==> config.mk <==
export PLATFORM = sky130hd
export DESIGN_NAME = axis_deserializer
export DESIGN_NICKNAME = d
export VERILOG_FILES = /design/src/rtl/axis_serdes_pkg.sv /design/src/rtl/axis_pipe_reg.sv /design/src/rtl/axis_deserializer.sv
export SDC_FILE = /design/constraint.sdc
export NUM_CORES = 1
export LEC_CHECK = 0
export ABC_AREA = 1
export BUFFER_PORTS_ARGS = -buffer_cell sky130_fd_sc_hd__clkbuf_2
export CORE_MARGIN = 5
export CORE_UTILIZATION = 45
export DETAILED_ROUTE_END_ITERATION = 6
export GPL_TIMING_DRIVEN = 0
export HOLD_SLACK_MARGIN = 0.06
export PLACE_DENSITY = 0.67
export SYNTH_ARGS = -nofsm -noshare
export SYNTH_HDL_FRONTEND = slang
export SYNTH_SLANG_ARGS = --single-unit
==> constraint.sdc <==
create_clock -name clk -period 2.25 [get_ports clk]
set_clock_uncertainty 0.15 [all_clocks]
set_input_delay 0 -clock clk [delete_from_list [all_inputs] [get_ports clk]]
set_output_delay 0 -clock clk [all_outputs]
set_load 0.02 [all_outputs]
==> src/rtl/axis_serdes_pkg.sv <==
// Shared definitions for the mesh-endpoint AXI-Stream serializer/deserializer pair.
// Holds the slice/counter width helpers and the wide-beat record used on the user side.
package axis_serdes_pkg;

   // Default geometry of the user-side beat
   localparam int DEF_TDATA_WIDTH = 512;
   localparam int DEF_TDEST_WIDTH = 4;
   localparam int DEF_SER_FACTOR  = 4;

   // Width of one NoC-side slice
   function automatic int slice_width(input int tdata_width, input int ser_factor);
      return tdata_width / ser_factor;
   endfunction

   // Width of the slice counter; never narrower than one bit
   function automatic int cnt_width(input int ser_factor);
      return (ser_factor > 1) ? $clog2(ser_factor) : 1;
   endfunction

   // One reassembled beat at the default geometry
   typedef struct packed {
      logic [DEF_TDATA_WIDTH-1:0] tdata;
      logic                       tlast;
      logic [DEF_TDEST_WIDTH-1:0] tdest;
   } axis_beat_t;

endpackage

==> src/rtl/axis_pipe_reg.sv <==
// Single-entry valid/ready register stage. Accepts a new word whenever it is empty
// or its current word is being drained in the same cycle, so a full stage can be
// refilled without a bubble. Outputs come straight from flops.
module axis_pipe_reg #(
   parameter int WIDTH = 8
) (
   input  logic             clk,
   input  logic             rst_n,
   input  logic             in_valid,
   output logic             in_ready,
   input  logic [WIDTH-1:0] in_data,
   output logic             out_valid,
   input  logic             out_ready,
   output logic [WIDTH-1:0] out_data
);

   logic load;

   assign in_ready = ~out_valid | out_ready;
   assign load     = in_valid & in_ready;

   // Load has priority over drain so a simultaneous drain+load keeps out_valid high
   always_ff @(posedge clk or negedge rst_n) begin
      if (!rst_n) begin
         out_valid <= 1'b0;
         out_data  <= '0;
      end else if (load) begin
         out_valid <= 1'b1;
         out_data  <= in_data;
      end else if (out_ready) begin
         out_valid <= 1'b0;
      end
   end

endmodule

==> src/rtl/axis_deserializer.sv <==
// Reassembles one wide AXI-Stream beat from SERIALIZATION_FACTOR narrow slices (LSB first).
// Slices 0..SF-2 are parked in an accumulation register; the final slice and the
// accumulator are written together into an output register stage (axis_pipe_reg).
// Optional protocol checker: define AXIS_DESER_CHECK_EN to enable the sticky err flag
// (tdest change within a beat, or tlast on a non-final slice). Otherwise err is 0.
module axis_deserializer
   import axis_serdes_pkg::*;
#(
   parameter int TDATA_WIDTH          = 512,
   parameter int TDEST_WIDTH          = 4,
   parameter int SERIALIZATION_FACTOR = 4
) (
   input  logic                                         clk,
   input  logic                                         rst_n,
   input  logic                                         s_tvalid,
   output logic                                         s_tready,
   input  logic [TDATA_WIDTH/SERIALIZATION_FACTOR-1:0]  s_tdata,
   input  logic                                         s_tlast,
   input  logic [TDEST_WIDTH-1:0]                       s_tdest,
   output logic                                         m_tvalid,
   input  logic                                         m_tready,
   output logic [TDATA_WIDTH-1:0]                       m_tdata,
   output logic                                         m_tlast,
   output logic [TDEST_WIDTH-1:0]                       m_tdest,
   output logic                                         err
);

   localparam int SW     = slice_width(TDATA_WIDTH, SERIALIZATION_FACTOR);
   localparam int CW     = cnt_width(SERIALIZATION_FACTOR);
   localparam int ACC_W  = TDATA_WIDTH - SW;
   localparam int BEAT_W = TDATA_WIDTH + 1 + TDEST_WIDTH;
   localparam logic [CW-1:0] LAST_CNT = CW'(SERIALIZATION_FACTOR - 1);

   logic [CW-1:0]                   cnt;
   logic [ACC_W-1:0]                acc;
   logic [SERIALIZATION_FACTOR-2:0] slice_en;
   logic                            is_final;
   logic                            s_fire;
   logic                            pipe_ready;
   logic                            pipe_load_valid;
   logic [BEAT_W-1:0]               load_beat;
   logic [BEAT_W-1:0]               out_beat;

   // Only the final slice can be blocked: it needs room in the output stage
   assign is_final        = (cnt == LAST_CNT);
   assign s_tready        = ~is_final | pipe_ready;
   assign s_fire          = s_tvalid & s_tready;
   assign pipe_load_valid = s_tvalid & is_final;

   // One write strobe per accumulator lane, selected by the slice counter
   for (genvar gi = 0; gi < SERIALIZATION_FACTOR - 1; gi++) begin : g_slice_en
      assign slice_en[gi] = s_fire & (cnt == CW'(gi));
   end

   // Park non-final slices in their lane of the accumulator
   always_ff @(posedge clk or negedge rst_n) begin
      if (!rst_n) begin
         acc <= '0;
      end else begin
         for (int k = 0; k < SERIALIZATION_FACTOR - 1; k++) begin
            if (slice_en[k]) begin
               acc[k*SW +: SW] <= s_tdata;
            end
         end
      end
   end

   // Slice counter: advance per accepted slice, wrap after the final one
   always_ff @(posedge clk or negedge rst_n) begin
      if (!rst_n) begin
         cnt <= '0;
      end else if (s_fire) begin
         cnt <= is_final ? '0 : cnt + CW'(1);
      end
   end

   // Final slice lands on top of the accumulated lanes; tlast/tdest come from it
   assign load_beat = {s_tdata, acc, s_tlast, s_tdest};

   axis_pipe_reg #(
      .WIDTH (BEAT_W)
   ) u_out_reg (
      .clk       (clk),
      .rst_n     (rst_n),
      .in_valid  (pipe_load_valid),
      .in_ready  (pipe_ready),
      .in_data   (load_beat),
      .out_valid (m_tvalid),
      .out_ready (m_tready),
      .out_data  (out_beat)
   );

   assign m_tdata = out_beat[BEAT_W-1 -: TDATA_WIDTH];
   assign m_tlast = out_beat[TDEST_WIDTH];
   assign m_tdest = out_beat[TDEST_WIDTH-1:0];

`ifdef AXIS_DESER_CHECK_EN
   logic [TDEST_WIDTH-1:0] dest0;
   logic                   err_flag;

   // Remember slice 0's tdest and latch any in-beat protocol violation until reset
   always_ff @(posedge clk or negedge rst_n) begin
      if (!rst_n) begin
         dest0    <= '0;
         err_flag <= 1'b0;
      end else if (s_fire) begin
         if (cnt == '0) begin
            dest0 <= s_tdest;
         end else if (s_tdest != dest0) begin
            err_flag <= 1'b1;
         end
         if (s_tlast && !is_final) begin
            err_flag <= 1'b1;
         end
      end
   end

   assign err = err_flag;
`else
   assign err = 1'b0;
`endif

endmodule

# [Yosys cells after proc, flatten, opt, wreduce, memory -nomap -nowiden]
# Index checks and enable logic that the tools add are counted.
[totals] ff_bits=904 input_bits=137 out_inout_bits=520
[op_classes] add_sub_neg=1 eq_ne=3 muxes=3 bitwise_logic=10 n_reduce_logical=2
[op_table] cell="1-bit bitwise AND" n=6
[op_table] cell="2-bit equality test (second input constant)" n=2
[op_table] cell="2-bit by 1-bit adder with 2-bit output (second input constant)" n=1
[op_table] cell="2-bit by 1-bit equality test with 1-bit output (second input constant)" n=1
[op_table] cell="2-bit logical NOT" n=1
[op_table] cell="1-bit 2-to-1 mux" n=2
[op_table] cell="2-bit 2-to-1 mux" n=1
[op_table] cell="1-bit NOT" n=2
[op_table] cell="1-bit bitwise OR" n=2
[op_table] cell="2-bit nonzero test" n=1

# [Longest topological paths before layout]
[depth] depth_word=5 depth_mapped=8 depth_no_buf=5

# [Cells and area by module]
# A second synthesis with hierarchy kept.
[hier_totals] cells_unflattened=3975 area_unflattened_um2=36432.4
[modules_own_cells] module="axis_pipe_reg" n_inst=1 cells_each=2245 area_each_um2=20287.0 seq_area_each_um2=12962.4
[modules_own_cells] module="axis_deserializer" n_inst=1 cells_each=1730 area_each_um2=16145.5 seq_area_each_um2=9659.3

# [Least setup slack after synthesis]
# No wires, ideal clock.
[synth_timing] kind="reg-to-reg" from="register cnt[0]" to="register acc[100]" setup_ns=0.068 arrival_ns=1.513 t_required_ns=2.032 path_slack_ns=0.519 stages_incl_launch_ff=7 n_path_buf=2 period_less_slack_ns=1.731 path_cell_list="dfrtp_1 -> ha_1 -> nand3_1 -> buf_2 -> clkbuf_1 -> nand4_1 -> nand2_1"
[synth_via] elab_chain_cells=5 word_cells_on_any_way=6
[synth_rtl] element="start: declaration" line="axis_deserializer.sv:34" text="logic [CW-1:0] cnt;"
[synth_rtl] element="start signal: assignment" line="axis_deserializer.sv:73" text="cnt <= is_final ? '0 : cnt + CW'(1);"
[synth_rtl] element="2-bit equality test" line="axis_deserializer.sv:45" text="assign is_final = (cnt == LAST_CNT);"
[synth_rtl] element="1-bit NOT" line="axis_deserializer.sv:46" text="assign s_tready = ~is_final | pipe_ready;"
[synth_rtl] element="1-bit bitwise OR" line="axis_deserializer.sv:46"
[synth_rtl] element="named net s_tready" line="axis_deserializer.sv:16" text="output logic s_tready,"
[synth_rtl] element="1-bit bitwise AND" line="axis_deserializer.sv:47" text="assign s_fire = s_tvalid & s_tready;"
[synth_rtl] element="1-bit bitwise AND" line="axis_deserializer.sv:52" text="assign slice_en[gi] = s_fire & (cnt == CW'(gi));"
[synth_rtl] element="end signal: indexed assignment" line="axis_deserializer.sv:62" text="acc[k*SW +: SW] <= s_tdata;"
[synth_rtl] element="end: declaration" line="axis_deserializer.sv:35" text="logic [ACC_W-1:0] acc;"
# The timed path passes the listed nets, and every way through them passes these cells.
# A chain may end at the register's enable or synchronous reset.

# [Final worst setup path]
[layout_timing] from="register cnt[0]" to="output s_tready"
[layout_via] elab_chain_cells=3
[layout_rtl] element="2-bit equality test" line="axis_deserializer.sv:45"
[layout_rtl] element="1-bit NOT" line="axis_deserializer.sv:46"
[layout_rtl] element="1-bit bitwise OR" line="axis_deserializer.sv:46"
[layout_rtl] element="end: declaration" line="axis_deserializer.sv:16"
# No other way between the ends.

==> flow_summary.ini <==
[worst_setup_path]
startpoint = cnt[0]
critPathMaxStageDelay_ns = 0.41
rr_endpoint = acc[205]
crit_fanout = 10
critPathSlowestCell = dfrtp_1
cp_data_required_time_ns = 2.10
cp_cell_sequence = ha_1 > nand3_1 > buf_6 > clkbuf_8 > buf_2
r2r.worst_path.cells = 7
r2r_start = cnt[1]
rrSetupSlack_ns = 0.08
critPathCaptureType = primary output
worstSetupEndpoint = s_tready
cp-start-kind = flip-flop
crit_type = reg -> out
critical_path_arrival_ns = 2.03

[die]
initial_core_util_pct = 45.4
core-area_um2 = 78900
io_pins = 657
die_w_um = 292
rows = 103
die_y_um = 292
die_area_um2 = 85200

[cts]
clk_latency_ns = 0.65
cts_num_sinks = 904
cts_tree = yes
cts.clk_slew.worst_paths_ns = 0.06
clockBufferDepth = 3
ctsHoldBuffers = 274
cts-root-buf = clkbuf_16
h-tree-depth = 3
numCtsBuffers = 96

[final_layout]
seqCellArea_um2 = 22600
area_growth_pct = 30.8
mostFrequentLayoutCells = 1292 x nand2_1, 904 x dfrtp_1, 690 x clkbuf_2, 520 x inv_1, 485 x o21ai_0
layout-drive-gt1-share_pct = 20.0
fillCellCount = 6796
final_common_cell = nand2_1
fin_nets = 5091
layout.cells.non_filler = 6074
multiInputGateArea_um2 = 9940

[route]
wirelength_um = 125000
firstDrtPassIters = 5
wl_per_cell_um = 20.6
vias_per_cell = 5.18
vias = 31500
antenna_left = 0
drtIter0Drc = 2479
drcViolationCount = 0

[grt]
grt_use_total_pct = 28.9
antenna_found_initial = 5
grt_pass1_vias = 31500
grt_pass1_wl_um = 191000
overflow = 0
grt_max_degree = 114

[place]
dp.cells = 5628
routabilityCongestion = 0.849
dp_hpwl_um = 84600
io_buffers = 655

[pwr]
powerDensity_nw_per_um2 = 1500
vdd.ir_drop.worst_v = 0.000837
p_leak_uw = 0.0252

[sta]
worst_pin_slew_ns = 0.688
setup_viol = 0
hold_violations = 298
relSlewSlack_pct = 54.2
holdWs_ns = -0.892
maxSlewViolCount = 0
period_share_pct = 96.8
fmax_ghz = 0.459
min_period_ns = 2.18

[synthesis]
synth_area_per_cell_um2 = 9.14
syn_inst = 3914
yosysSeqAreaShare_pct = 63.2
ys_seq_elements = 904
synthAdderAreaFrac_pct = 0.140
muxShareOfSynthArea_pct = 0
yosys_warnings = 0
synth_xor_area_share_pct = 0
syn_nets = 4055
synth_top_family_by_area = simple AND/OR/NAND/NOR gates
yosys.area_share.simple_pct = 20.4
synth-compound-area-share_pct = 7.23
synth_area_um2 = 35800
synth_cell_types = 15

[run_status]
violations = hold timing
status = complete, but fails checks

[run]
cap_violations = 0

[worst_hold_path]
hold_class = in -> async
-- per-stage QoR --
stage	setup TNS [ns]	setup slack (ns)	area (um2)	utilization [%]	total power, uW
2_1_floorplan	0	0.519	35800	-	42300
3_3_place_gp	-	-20.96	40400	51.2	52600
3_5_place_dp	-212.77	-0.608	40600	51.5	53200
4_1_cts	-0.0104	-0.00783	46700	59.2	70200
5_1_grt	-0.0320	-0.0243	46800	59.3	74500
6_report	0	0.0727	46800	59.3	70200
-- cell usage after synthesis, drive strengths merged --
master	instances	area [um2]
nand2	1292	4850
dfrtp	904	22600
clkbuf	119	447
conb	1	3.75
ha	4	50.1
nand4	384	2400
nand3	6	35.0
o21ai	517	2590
nand3b	1	7.51
buf	166	816
inv	520	1950
-- routing by layer --
| metal | vias to the layer above | GRT usage [%] | wire length [um] |
|---|---|---|---|
| li1 | 14600 | - | - |
| met1 | 15200 | 37.5 | 49400 |
| met2 | 1326 | 45.3 | 58000 |
| met3 | 370 | 6.03 | 9720 |
| met5 | - | 0 | 0 |
| met4 | 0 | 16.7 | 8170 |
-- final cells by class --
type / instances / area share [%]
Multi-Input combinational cell: 2205 / 21.2
Sequential cell: 904 / 48.4
Buffer: 285 / 2.98
Timing Repair Buffer: 938 / 13.4
Clock buffer: 133 / 5.95
Antenna cell: 3 / 0.0161
Tap cell: 1050 / 2.81
Clock inverter: 36 / 1.04
Inverter: 520 / 4.17
-- flip-flops by register name (all words and copies together) (netlist names) --
| register | flops |
|---|---|
| acc | 384 |
| cnt | 2 |
| u_out_reg.out_data | 517 |
| u_out_reg.out_valid | 1 |
-- cells by family (layout without fill, tap and decap cells) --
family	after synthesis	in the layout
and+or+nand+nor	1683	1683
DFF	904	904
buffers and inverters	805	1912
AOI/OAI and AO/OA	517	517
adders and majority gates	4	4
other	1	4
-- timing repair --
action                                  CTS  global route
buffers inserted                          0             0
endpoints found under the setup margin  721           619
gates resized for setup                  26            76
hold endpoints to repair                818           298
-- where the power goes --
part           total (uW)  switching [uW]  internal (uW)
clock               16400            6670           9680
sequential          28200            4370          23800
combinational       25600           17800           7780
-- worst min path at each step --
stage                              endpoint       start
floorplan                            acc[0]       rst_n
global placement      u_out_reg.out_data[3]  s_tdest[3]
detailed placement  u_out_reg.out_data[319]       rst_n
CTS                 u_out_reg.out_data[319]       rst_n
global route        u_out_reg.out_data[314]       rst_n
finish              u_out_reg.out_data[314]       rst_n
-- worst max-delay path, delay by kind of cell (launching register included) --
kind | cells | cell delay [ns]
fa+ha+maj | 1 | 0.25
buf+inv | 3 | 0.57
flops | 1 | 0.41
simple gates | 1 | 0.15
(Power assumes the default switching activity.)
